### config.mk
export PLATFORM = sky130hd
export DESIGN_NAME = datapath_seq_flat
export DESIGN_NICKNAME = d
export VERILOG_FILES = /design/src/rtl/datapath_seq_if.sv /design/src/rtl/datapath_seq.sv /design/src/flat_wrapper.sv
export SDC_FILE = /design/constraint.sdc
export NUM_CORES = 1
export LEC_CHECK = 0
export ABC_CLOCK_PERIOD_IN_PS = 9670
export CAP_MARGIN = 20
export CORE_AREA = 3 3 182 184
export DETAILED_ROUTE_END_ITERATION = 6
export DIE_AREA = 0 0 185 187
export GPL_ROUTABILITY_DRIVEN = 0
export PLACE_DENSITY_LB_ADDON = 0.12
export SETUP_SLACK_MARGIN = 0.1
export SLEW_MARGIN = 20
export SYNTH_ARGS = -nofsm -noshare
export SYNTH_HDL_FRONTEND = slang
export SYNTH_SLANG_ARGS = --single-unit
### constraint.sdc
create_clock -name clk -period 9.67 [get_ports clk]
set_input_delay 1.4505 -clock clk [delete_from_list [all_inputs] [get_ports clk]]
set_output_delay 1.4505 -clock clk [all_outputs]
set_load 0.02 [all_outputs]
### src/rtl/datapath_seq_if.sv
`default_nettype none
// ============================================================================
//  Module      : datapath_seq_if
//  Description : Command/status bundle between a controller and datapath_seq.
//                The master drives one command per start strobe and watches
//                busy/done. The slave is the datapath itself.
//  Signals     : start, alu_op, shift_op, rn, rm, rd, sel_A, sel_B, wb_sel,
//                wr, sximm8, sximm5, mdata, pc       (master -> slave)
//                busy, done, datapath_out, Z_out, N_out, V_out (slave -> master)
//  Revision    : 1.0 - initial release
// ============================================================================
interface datapath_seq_if #(
    parameter int W   = 16,
    parameter int AW  = 3,
    parameter int PCW = 8
);
    // Command fields
    logic            start;
    logic [1:0]      alu_op;
    logic [1:0]      shift_op;
    logic [AW-1:0]   rn;
    logic [AW-1:0]   rm;
    logic [AW-1:0]   rd;
    logic            sel_A;
    logic            sel_B;
    logic [1:0]      wb_sel;
    logic            wr;
    logic [W-1:0]    sximm8;
    logic [W-1:0]    sximm5;
    logic [W-1:0]    mdata;
    logic [PCW-1:0]  pc;

    // Status / results
    logic            busy;
    logic            done;
    logic [W-1:0]    datapath_out;
    logic            Z_out;
    logic            N_out;
    logic            V_out;

    modport master (
        output start, alu_op, shift_op, rn, rm, rd, sel_A, sel_B, wb_sel, wr,
               sximm8, sximm5, mdata, pc,
        input  busy, done, datapath_out, Z_out, N_out, V_out
    );

    modport slave (
        input  start, alu_op, shift_op, rn, rm, rd, sel_A, sel_B, wb_sel, wr,
               sximm8, sximm5, mdata, pc,
        output busy, done, datapath_out, Z_out, N_out, V_out
    );
endinterface
`default_nettype wire

### src/rtl/datapath_seq.sv
`default_nettype none
// ============================================================================
//  Module      : datapath_seq
//  Description : Self-sequencing datapath. A register file of 2^AW x W,
//                operand registers A/B, a one-bit B-path shifter, a four-op
//                ALU, result register C with Z/N/V status and a four-way
//                writeback mux. One start strobe runs a complete command:
//                  ALU op : IDLE -> LOAD_A -> LOAD_B -> EXEC [-> WRITE] -> IDLE
//                  move   : IDLE -> WRITE -> IDLE
//  Ports       : clk  - rising-edge clock
//                rst  - asynchronous active-high reset
//                bus  - datapath_seq_if.slave (command in, status out)
//  Parameters  : W (data width, >=4), AW (register address width),
//                PCW (PC width, <=W; zero-extended on writeback)
//                The interface instance must carry the same W/AW/PCW.
//  Revision    : 1.0 - initial release
// ============================================================================
module datapath_seq #(
    parameter int W   = 16,
    parameter int AW  = 3,
    parameter int PCW = 8
) (
    input  wire logic       clk,
    input  wire logic       rst,
    datapath_seq_if.slave   bus
);

    localparam int c_NREG = 1 << AW;

    // ------------------------------------------------------------------
    // Sequencer state encoding
    // ------------------------------------------------------------------
    localparam logic [2:0] c_ST_IDLE   = 3'd0;
    localparam logic [2:0] c_ST_LOAD_A = 3'd1;
    localparam logic [2:0] c_ST_LOAD_B = 3'd2;
    localparam logic [2:0] c_ST_EXEC   = 3'd3;
    localparam logic [2:0] c_ST_WRITE  = 3'd4;

    // Operation / writeback encodings
    localparam logic [1:0] c_ALU_ADD = 2'b00;
    localparam logic [1:0] c_ALU_SUB = 2'b01;
    localparam logic [1:0] c_ALU_AND = 2'b10;
    localparam logic [1:0] c_ALU_NOT = 2'b11;

    localparam logic [1:0] c_SH_NONE = 2'b00;
    localparam logic [1:0] c_SH_LSL1 = 2'b01;
    localparam logic [1:0] c_SH_LSR1 = 2'b10;
    localparam logic [1:0] c_SH_ASR1 = 2'b11;

    localparam logic [1:0] c_WB_C     = 2'b00;
    localparam logic [1:0] c_WB_PC    = 2'b01;
    localparam logic [1:0] c_WB_IMM8  = 2'b10;
    localparam logic [1:0] c_WB_MDATA = 2'b11;

    // ------------------------------------------------------------------
    // Declarations
    // ------------------------------------------------------------------
    logic [2:0]     r_state;
    logic [2:0]     w_state_next;

    // Sequencer control strobes (decoded from the current state)
    logic           w_cmd_load;
    logic           w_load_a;
    logic           w_load_b;
    logic           w_exec;
    logic           w_rf_we;
    logic           w_done_set;
    logic           w_busy;

    // Latched command
    logic [1:0]     r_alu_op;
    logic [1:0]     r_shift_op;
    logic [AW-1:0]  r_rn;
    logic [AW-1:0]  r_rm;
    logic [AW-1:0]  r_rd;
    logic           r_sel_a;
    logic           r_sel_b;
    logic [1:0]     r_wb_sel;
    logic           r_wr;
    logic [W-1:0]   r_sximm5;

    // Datapath storage
    logic [W-1:0]   r_regs [c_NREG];
    logic [W-1:0]   r_a;
    logic [W-1:0]   r_b;
    logic [W-1:0]   r_c;
    logic           r_z;
    logic           r_n;
    logic           r_v;
    logic           r_done;

    // Datapath combinational nets
    logic [W-1:0]   w_b_shifted;
    logic [W-1:0]   w_ain;
    logic [W-1:0]   w_bin;
    logic [W-1:0]   w_alu;
    logic           w_alu_v;
    logic [W-1:0]   w_wb_data;
    logic [PCW-1:0] w_pc;

    // ------------------------------------------------------------------
    // FSM: state register
    // ------------------------------------------------------------------
    always_ff @(posedge clk or posedge rst) begin
        if (rst) begin
            r_state <= c_ST_IDLE;
        end else begin
            r_state <= w_state_next;
        end
    end

    // ------------------------------------------------------------------
    // FSM: next-state logic
    // ------------------------------------------------------------------
    always_comb begin
        w_state_next = r_state;
        case (r_state)
            c_ST_IDLE: begin
                // Non-C writeback sources skip the ALU entirely.
                if (bus.start) begin
                    if (bus.wb_sel == c_WB_C) begin
                        w_state_next = c_ST_LOAD_A;
                    end else begin
                        w_state_next = c_ST_WRITE;
                    end
                end
            end
            c_ST_LOAD_A: w_state_next = c_ST_LOAD_B;
            c_ST_LOAD_B: w_state_next = c_ST_EXEC;
            c_ST_EXEC: begin
                // A compare (wr=0) finishes here; no WRITE visit needed.
                if (r_wr) begin
                    w_state_next = c_ST_WRITE;
                end else begin
                    w_state_next = c_ST_IDLE;
                end
            end
            c_ST_WRITE:  w_state_next = c_ST_IDLE;
            default:     w_state_next = c_ST_IDLE;
        endcase
    end

    // ------------------------------------------------------------------
    // FSM: output decode
    // ------------------------------------------------------------------
    always_comb begin
        w_cmd_load = 1'b0;
        w_load_a   = 1'b0;
        w_load_b   = 1'b0;
        w_exec     = 1'b0;
        w_rf_we    = 1'b0;
        w_done_set = 1'b0;
        w_busy     = 1'b1;
        case (r_state)
            c_ST_IDLE: begin
                w_busy     = 1'b0;
                w_cmd_load = bus.start;
            end
            c_ST_LOAD_A: w_load_a = 1'b1;
            c_ST_LOAD_B: w_load_b = 1'b1;
            c_ST_EXEC: begin
                w_exec     = 1'b1;
                w_done_set = ~r_wr;
            end
            c_ST_WRITE: begin
                // A direct move with wr=0 still passes through here but
                // leaves the register file untouched.
                w_rf_we    = r_wr;
                w_done_set = 1'b1;
            end
            default: w_busy = 1'b0;
        endcase
    end

    // ------------------------------------------------------------------
    // Command register: captured on accept, held for the whole command.
    // mdata, pc and sximm8 are deliberately not captured; they are taken
    // live in the WRITE state so memory data can arrive late.
    // ------------------------------------------------------------------
    always_ff @(posedge clk or posedge rst) begin
        if (rst) begin
            r_alu_op   <= '0;
            r_shift_op <= '0;
            r_rn       <= '0;
            r_rm       <= '0;
            r_rd       <= '0;
            r_sel_a    <= 1'b0;
            r_sel_b    <= 1'b0;
            r_wb_sel   <= '0;
            r_wr       <= 1'b0;
            r_sximm5   <= '0;
        end else if (w_cmd_load) begin
            r_alu_op   <= bus.alu_op;
            r_shift_op <= bus.shift_op;
            r_rn       <= bus.rn;
            r_rm       <= bus.rm;
            r_rd       <= bus.rd;
            r_sel_a    <= bus.sel_A;
            r_sel_b    <= bus.sel_B;
            r_wb_sel   <= bus.wb_sel;
            r_wr       <= bus.wr;
            r_sximm5   <= bus.sximm5;
        end
    end

    // ------------------------------------------------------------------
    // Register file. Writes land on the WRITE edge, so the next command's
    // LOAD_A (at least one edge later) already sees the new value, and a
    // command reading its own rd sees the old value.
    // ------------------------------------------------------------------
    always_ff @(posedge clk or posedge rst) begin
        if (rst) begin
            for (int i = 0; i < c_NREG; i++) begin
                r_regs[i] <= '0;
            end
        end else if (w_rf_we) begin
            r_regs[r_rd] <= w_wb_data;
        end
    end

    // ------------------------------------------------------------------
    // Operand registers
    // ------------------------------------------------------------------
    always_ff @(posedge clk or posedge rst) begin
        if (rst) begin
            r_a <= '0;
            r_b <= '0;
        end else begin
            if (w_load_a) r_a <= r_regs[r_rn];
            if (w_load_b) r_b <= r_regs[r_rm];
        end
    end

    // ------------------------------------------------------------------
    // B-path shifter and operand selection
    // ------------------------------------------------------------------
    always_comb begin
        w_b_shifted = r_b;
        case (r_shift_op)
            c_SH_NONE: w_b_shifted = r_b;
            c_SH_LSL1: w_b_shifted = {r_b[W-2:0], 1'b0};
            c_SH_LSR1: w_b_shifted = {1'b0, r_b[W-1:1]};
            c_SH_ASR1: w_b_shifted = {r_b[W-1], r_b[W-1:1]};
            default:   w_b_shifted = r_b;
        endcase
    end

    // The immediate path bypasses the shifter.
    assign w_ain = r_sel_a ? '0 : r_a;
    assign w_bin = r_sel_b ? r_sximm5 : w_b_shifted;

    // ------------------------------------------------------------------
    // ALU. Overflow is only meaningful for add/sub and is forced to 0 for
    // the logical ops.
    // ------------------------------------------------------------------
    always_comb begin
        w_alu   = '0;
        w_alu_v = 1'b0;
        case (r_alu_op)
            c_ALU_ADD: begin
                w_alu   = w_ain + w_bin;
                // Same-sign operands producing an opposite-sign sum.
                w_alu_v = (w_ain[W-1] == w_bin[W-1]) && (w_alu[W-1] != w_ain[W-1]);
            end
            c_ALU_SUB: begin
                w_alu   = w_ain - w_bin;
                // Different-sign operands where the sign of A is lost.
                w_alu_v = (w_ain[W-1] != w_bin[W-1]) && (w_alu[W-1] != w_ain[W-1]);
            end
            c_ALU_AND: w_alu = w_ain & w_bin;
            c_ALU_NOT: w_alu = ~w_bin;
            default:   w_alu = '0;
        endcase
    end

    // ------------------------------------------------------------------
    // Result register and status: updated only in EXEC.
    // ------------------------------------------------------------------
    always_ff @(posedge clk or posedge rst) begin
        if (rst) begin
            r_c <= '0;
            r_z <= 1'b0;
            r_n <= 1'b0;
            r_v <= 1'b0;
        end else if (w_exec) begin
            r_c <= w_alu;
            r_z <= (w_alu == '0);
            r_n <= w_alu[W-1];
            r_v <= w_alu_v;
        end
    end

    // ------------------------------------------------------------------
    // Writeback mux
    // ------------------------------------------------------------------
    assign w_pc = bus.pc;

    always_comb begin
        w_wb_data = r_c;
        case (r_wb_sel)
            c_WB_C:     w_wb_data = r_c;
            c_WB_PC:    w_wb_data = W'(w_pc);
            c_WB_IMM8:  w_wb_data = bus.sximm8;
            c_WB_MDATA: w_wb_data = bus.mdata;
            default:    w_wb_data = r_c;
        endcase
    end

    // ------------------------------------------------------------------
    // Completion pulse: registered, so it is high for exactly the cycle
    // after the final edge of the command, while the FSM is back in IDLE.
    // ------------------------------------------------------------------
    always_ff @(posedge clk or posedge rst) begin
        if (rst) begin
            r_done <= 1'b0;
        end else begin
            r_done <= w_done_set;
        end
    end

    // ------------------------------------------------------------------
    // Outputs
    // ------------------------------------------------------------------
    assign bus.busy         = w_busy;
    assign bus.done         = r_done;
    assign bus.datapath_out = r_c;
    assign bus.Z_out        = r_z;
    assign bus.N_out        = r_n;
    assign bus.V_out        = r_v;

endmodule
`default_nettype wire

### src/flat_wrapper.sv
// flat-port wrapper written by rule: the top's interface ports become plain ports
module datapath_seq_flat 
#(
    parameter int W   = 16,
    parameter int AW  = 3,
    parameter int PCW = 8
)
  (clk, rst, bus_start, bus_alu_op, bus_shift_op, bus_rn, bus_rm, bus_rd, bus_sel_A, bus_sel_B, bus_wb_sel, bus_wr, bus_sximm8, bus_sximm5, bus_mdata, bus_pc, bus_busy, bus_done, bus_datapath_out, bus_Z_out, bus_N_out, bus_V_out);
  datapath_seq_if #(.W(W), .AW(AW), .PCW(PCW)) bus_i ();
  input  wire logic clk;
  input  wire logic rst;
  input wire logic [$bits(bus_i.start)-1:0] bus_start;
  input wire logic [$bits(bus_i.alu_op)-1:0] bus_alu_op;
  input wire logic [$bits(bus_i.shift_op)-1:0] bus_shift_op;
  input wire logic [$bits(bus_i.rn)-1:0] bus_rn;
  input wire logic [$bits(bus_i.rm)-1:0] bus_rm;
  input wire logic [$bits(bus_i.rd)-1:0] bus_rd;
  input wire logic [$bits(bus_i.sel_A)-1:0] bus_sel_A;
  input wire logic [$bits(bus_i.sel_B)-1:0] bus_sel_B;
  input wire logic [$bits(bus_i.wb_sel)-1:0] bus_wb_sel;
  input wire logic [$bits(bus_i.wr)-1:0] bus_wr;
  input wire logic [$bits(bus_i.sximm8)-1:0] bus_sximm8;
  input wire logic [$bits(bus_i.sximm5)-1:0] bus_sximm5;
  input wire logic [$bits(bus_i.mdata)-1:0] bus_mdata;
  input wire logic [$bits(bus_i.pc)-1:0] bus_pc;
  output wire logic [$bits(bus_i.busy)-1:0] bus_busy;
  output wire logic [$bits(bus_i.done)-1:0] bus_done;
  output wire logic [$bits(bus_i.datapath_out)-1:0] bus_datapath_out;
  output wire logic [$bits(bus_i.Z_out)-1:0] bus_Z_out;
  output wire logic [$bits(bus_i.N_out)-1:0] bus_N_out;
  output wire logic [$bits(bus_i.V_out)-1:0] bus_V_out;
  assign bus_i.start = bus_start;
  assign bus_i.alu_op = bus_alu_op;
  assign bus_i.shift_op = bus_shift_op;
  assign bus_i.rn = bus_rn;
  assign bus_i.rm = bus_rm;
  assign bus_i.rd = bus_rd;
  assign bus_i.sel_A = bus_sel_A;
  assign bus_i.sel_B = bus_sel_B;
  assign bus_i.wb_sel = bus_wb_sel;
  assign bus_i.wr = bus_wr;
  assign bus_i.sximm8 = bus_sximm8;
  assign bus_i.sximm5 = bus_sximm5;
  assign bus_i.mdata = bus_mdata;
  assign bus_i.pc = bus_pc;
  assign bus_busy = bus_i.busy;
  assign bus_done = bus_i.done;
  assign bus_datapath_out = bus_i.datapath_out;
  assign bus_Z_out = bus_i.Z_out;
  assign bus_N_out = bus_i.N_out;
  assign bus_V_out = bus_i.V_out;
  datapath_seq #(.W(W), .AW(AW), .PCW(PCW)) u_core (.clk(clk), .rst(rst), .bus(bus_i));
endmodule
==> results.py <==
metrics = {
    "synthesis": {
        "synth_cell_types": 71,
        "async_reset_ff_frac": 1.00,
        "synth_fa_ha_area_frac": 0.0338,
        "synth_compound_area_frac": 0.117,
        "synth.net_count": 1273,
        "synth_top_family_by_area": "multiplexers",
        "netlist_area_sq_um": 12700,
        "synth_top_area_cell": "dfrtp_1",
        "yosys.area_share.simple": 0.108,
        "syn_inst": 1163,
        "synthXorXnorAreaFrac": 0.00761,
        "yosysSeqAreaShare": 0.427,
        "ys.flop_type": "dfrtp_1",
        "synth_edf_count": 0,
        "synth_area_leaders": "dfrtp_1 43%, mux4_2 13%, mux2_2 9.7%",
        "synth.avg_cell_area_sq_um": 10.9,
        "muxShareOfSynthArea": 0.269,
        "synth_top_area_frac": 0.427,
        "yosysWarnings": 0,
        "ys_ff_latch": 216,
    },
    "clocking": {
        "path_clk_slew_ns": 0.06,
        "root_buffer": "clkbuf_16",
        "htree_num_levels": 1,
        "holdBufCountCts": 0,
        "cts_resized": 0,
        "post_cts_buffers": 0,
        "numCtsBuffers": 25,
        "cts_buffer_depth": 3,
        "clk_latency_ns": 0.54,
        "cts_tree": "built",
        "cts_sinks": 216,
    },
    "pwr": {
        "irDropWorstVdd_v": 0.000167,
        "swShare": 0.435,
        "power.switching_w": 0.00260,
        "power_leakage_nw": 6.32,
        "p_seq_frac": 0.281,
        "power_density_nw_per_um2": 402,
        "power_frac_comb": 0.554,
        "intPower_w": 0.00338,
        "pwr-share-clk": 0.165,
    },
    "detailed_routing": {
        "drt_iter0_markers": 672,
        "first_pass_iters": 5,
        "remaining_drc_errors": 0,
        "vias": 9313,
        "antenna_left": 0,
        "avgRoutedWirePerCell_um": 21.4,
        "routed_via_density": 5.67,
        "routed_wl_mm": 35.2,
    },
    "worst_setup_path": {
        "cp_data_arrival_time_ns": 4.83,
        "path_delay_family": "compound AO/OA/AOI/OAI gates",
        "crit_fanout": 20,
        "crit_type": "reg -> reg",
        "worst_setup_path_start_kind": "flip-flop",
        "cp-end-kind": "flip-flop",
        "r2r_slack_ns": 5.31,
        "required_ns": 10.14,
        "max_stage_delay_ns": 0.70,
        "slowest_stage": "dfrtp_1",
        "crit_chain": "inv_1 > mux2i_1 > o21ai_0 > inv_1 > fa_1 > nor3b_1 > o31a_1 > o21a_1 > o31a_1 > nor4b_2 > o2111ai_1 > nor4b_2 > and4b_1 > a32o_2",
        "critPathBufInv": 2,
    },
    "timing": {
        "tns_ns": 0,
        "period_share": 0.451,
        "tightestPinTransition_ns": 1.11,
        "rsz0062_at_grt": "false",
        "relSlewSlack": 0.258,
        "setup_viol": 0,
        "hold_viol": 0,
        "clock.fmax_ghz": 0.229,
        "final_max_slew_viol_count": 0,
        "fin_skew_ns": 0.00767,
        "final.min_clock_period_ns": 4.36,
        "hold_ws_ns": 0.495,
        "worst_slack_ns": 5.31,
    },
    "die": {
        "ios": 98,
        "die_area_sq_um": 34600,
        "core_sq_um": 31600,
        "die_x_um": 185,
        "row_count": 65,
        "initial_core_util": 0.401,
        "dieHeight_um": 187,
    },
    "finish": {
        "nNetsFinal": 1334,
        "antennaDiodeCount": 0,
        "final_cell_mix": "212 x dfrtp_1, 121 x a21oi_1, 109 x mux2_2, 101 x nor2_1, 97 x clkdlybuf4s50_1",
        "final_common_cell": "dfrtp_1",
        "nFillCells": 2953,
        "layout-drive-gt1-share": 0.216,
        "syn_to_final_growth_pct": 17.4,
        "fin_area_sq_um": 14900,
    },
    "grt": {
        "grt_max_degree": 92,
        "antenna_found_initial": 0,
        "grt_overflow_total": 0,
        "grt_pass1_wl_mm": 55.2,
        "grt_pass1_vias": 9309,
        "grt_util_all_layers": 0.204,
    },
    "run": {
        "maxCapViolCount": 0,
    },
    "worst_hold_path": {
        "hold_class": "reg -> reg",
    },
    "placement": {
        "port_buffers": 97,
        "dpl_cell_area_sq_um": 14000,
        "hpwl_mm": 24.3,
        "dpl_worst_slack_ns": 5.32,
    },
    "outcome": {
        "status": "completed",
    },
}
[power by group through the flow]
stage / clock network (W) / registers [W] / logic, W
after floorplan: 0 / 0.00151 / 0.00255
after global placement: 0 / 0.00168 / 0.00329
after detailed placement: 0 / 0.00169 / 0.00329
after CTS: 0.00102 / 0.00168 / 0.00331
after global routing: 0.00105 / 0.00174 / 0.00366
final: 0.000986 / 0.00168 / 0.00331
[flip-flops by register name (all words and copies together) (netlist names), 2 cells and up]
register,count
u_core.r_state,3
u_core.r_wb_sel,2
u_core.r_rd,3
u_core.r_b,16
u_core.r_rn,3
u_core.r_alu_op,2
u_core.r_shift_op,2
u_core.r_sximm5,16
u_core.r_rm,3
u_core.r_a,16
u_core.r_regs,128
u_core.bus.datapath_out,15
[tightest hold or removal path, cell delays in order, from the launching register on]
cell and delay, ns:
dfrtp_1 0.35, nand2_1 0.05, o31ai_1 0.06
[cells by family after synthesis]
| kind of cell | after synthesis |
|---|---|
| DFF | 216 |
| and+or+nand+nor | 293 |
| muxes | 236 |
| adders and majority gates | 33 |
| xor gates and xnor gates | 11 |
| AOI/OAI and AO/OA | 254 |
| buffers and inverters | 120 |
[worst paths after layout]
path,to,from,cells after the start
hold reg to reg,u_core.bus.V_out,u_core.bus.V_out,2
setup / recovery,u_core.bus.Z_out,u_core.r_shift_op[1],14
min in group asynchronous,u_core.r_regs[48],rst,2
max in group asynchronous,u_core.bus.V_out,rst,4
hold / removal,u_core.bus.V_out,u_core.bus.V_out,2
setup reg to reg,u_core.bus.Z_out,u_core.r_shift_op[1],14
[final cells by class]
type / instances / area [sq um] / share of cell area
clock buffers: 30 / 674 / 0.0454
clock inverters: 13 / 185 / 0.0125
inverters: 34 / 135 / 0.00909
multi-input cells: 827 / 6810 / 0.458
flip-flops and latches: 216 / 5410 / 0.364
well taps: 402 / 503 / 0.0338
repair buffers: 120 / 1140 / 0.0770
[synth_stat cells, drive strengths merged, types with 9 or more instances]
cell    instances
a21oi         122
buf            23
clkbuf         63
dfrtp         216
ha             31
inv            33
mux2          109
mux2i          55
mux4           72
nand2          91
nand3           9
nor2          102
nor2b          30
nor3           17
o21ai          68
[layer usage]
metal | part of all wire | GRT usage | wire (um)
met2 | 0.48 | 0.339 | 17000
met3 | 0.042 | 0.0263 | 1460
met5 | 0 | 0 | 0
met1 | 0.45 | 0.289 | 16000
met4 | 0.020 | 0.0390 | 699
[stage by stage]
stage | util | std cells | power, W
after global placement | 0.444 | 1599 | 0.00497
after CTS | 0.471 | 1642 | 0.00601
final | 0.471 | 1642 | 0.00598
after detailed placement | 0.444 | 1599 | 0.00499
after global routing | 0.471 | 1642 | 0.00646
after floorplan | - | 1163 | 0.00406
Note: power is estimated with default switching activity, not from simulation.
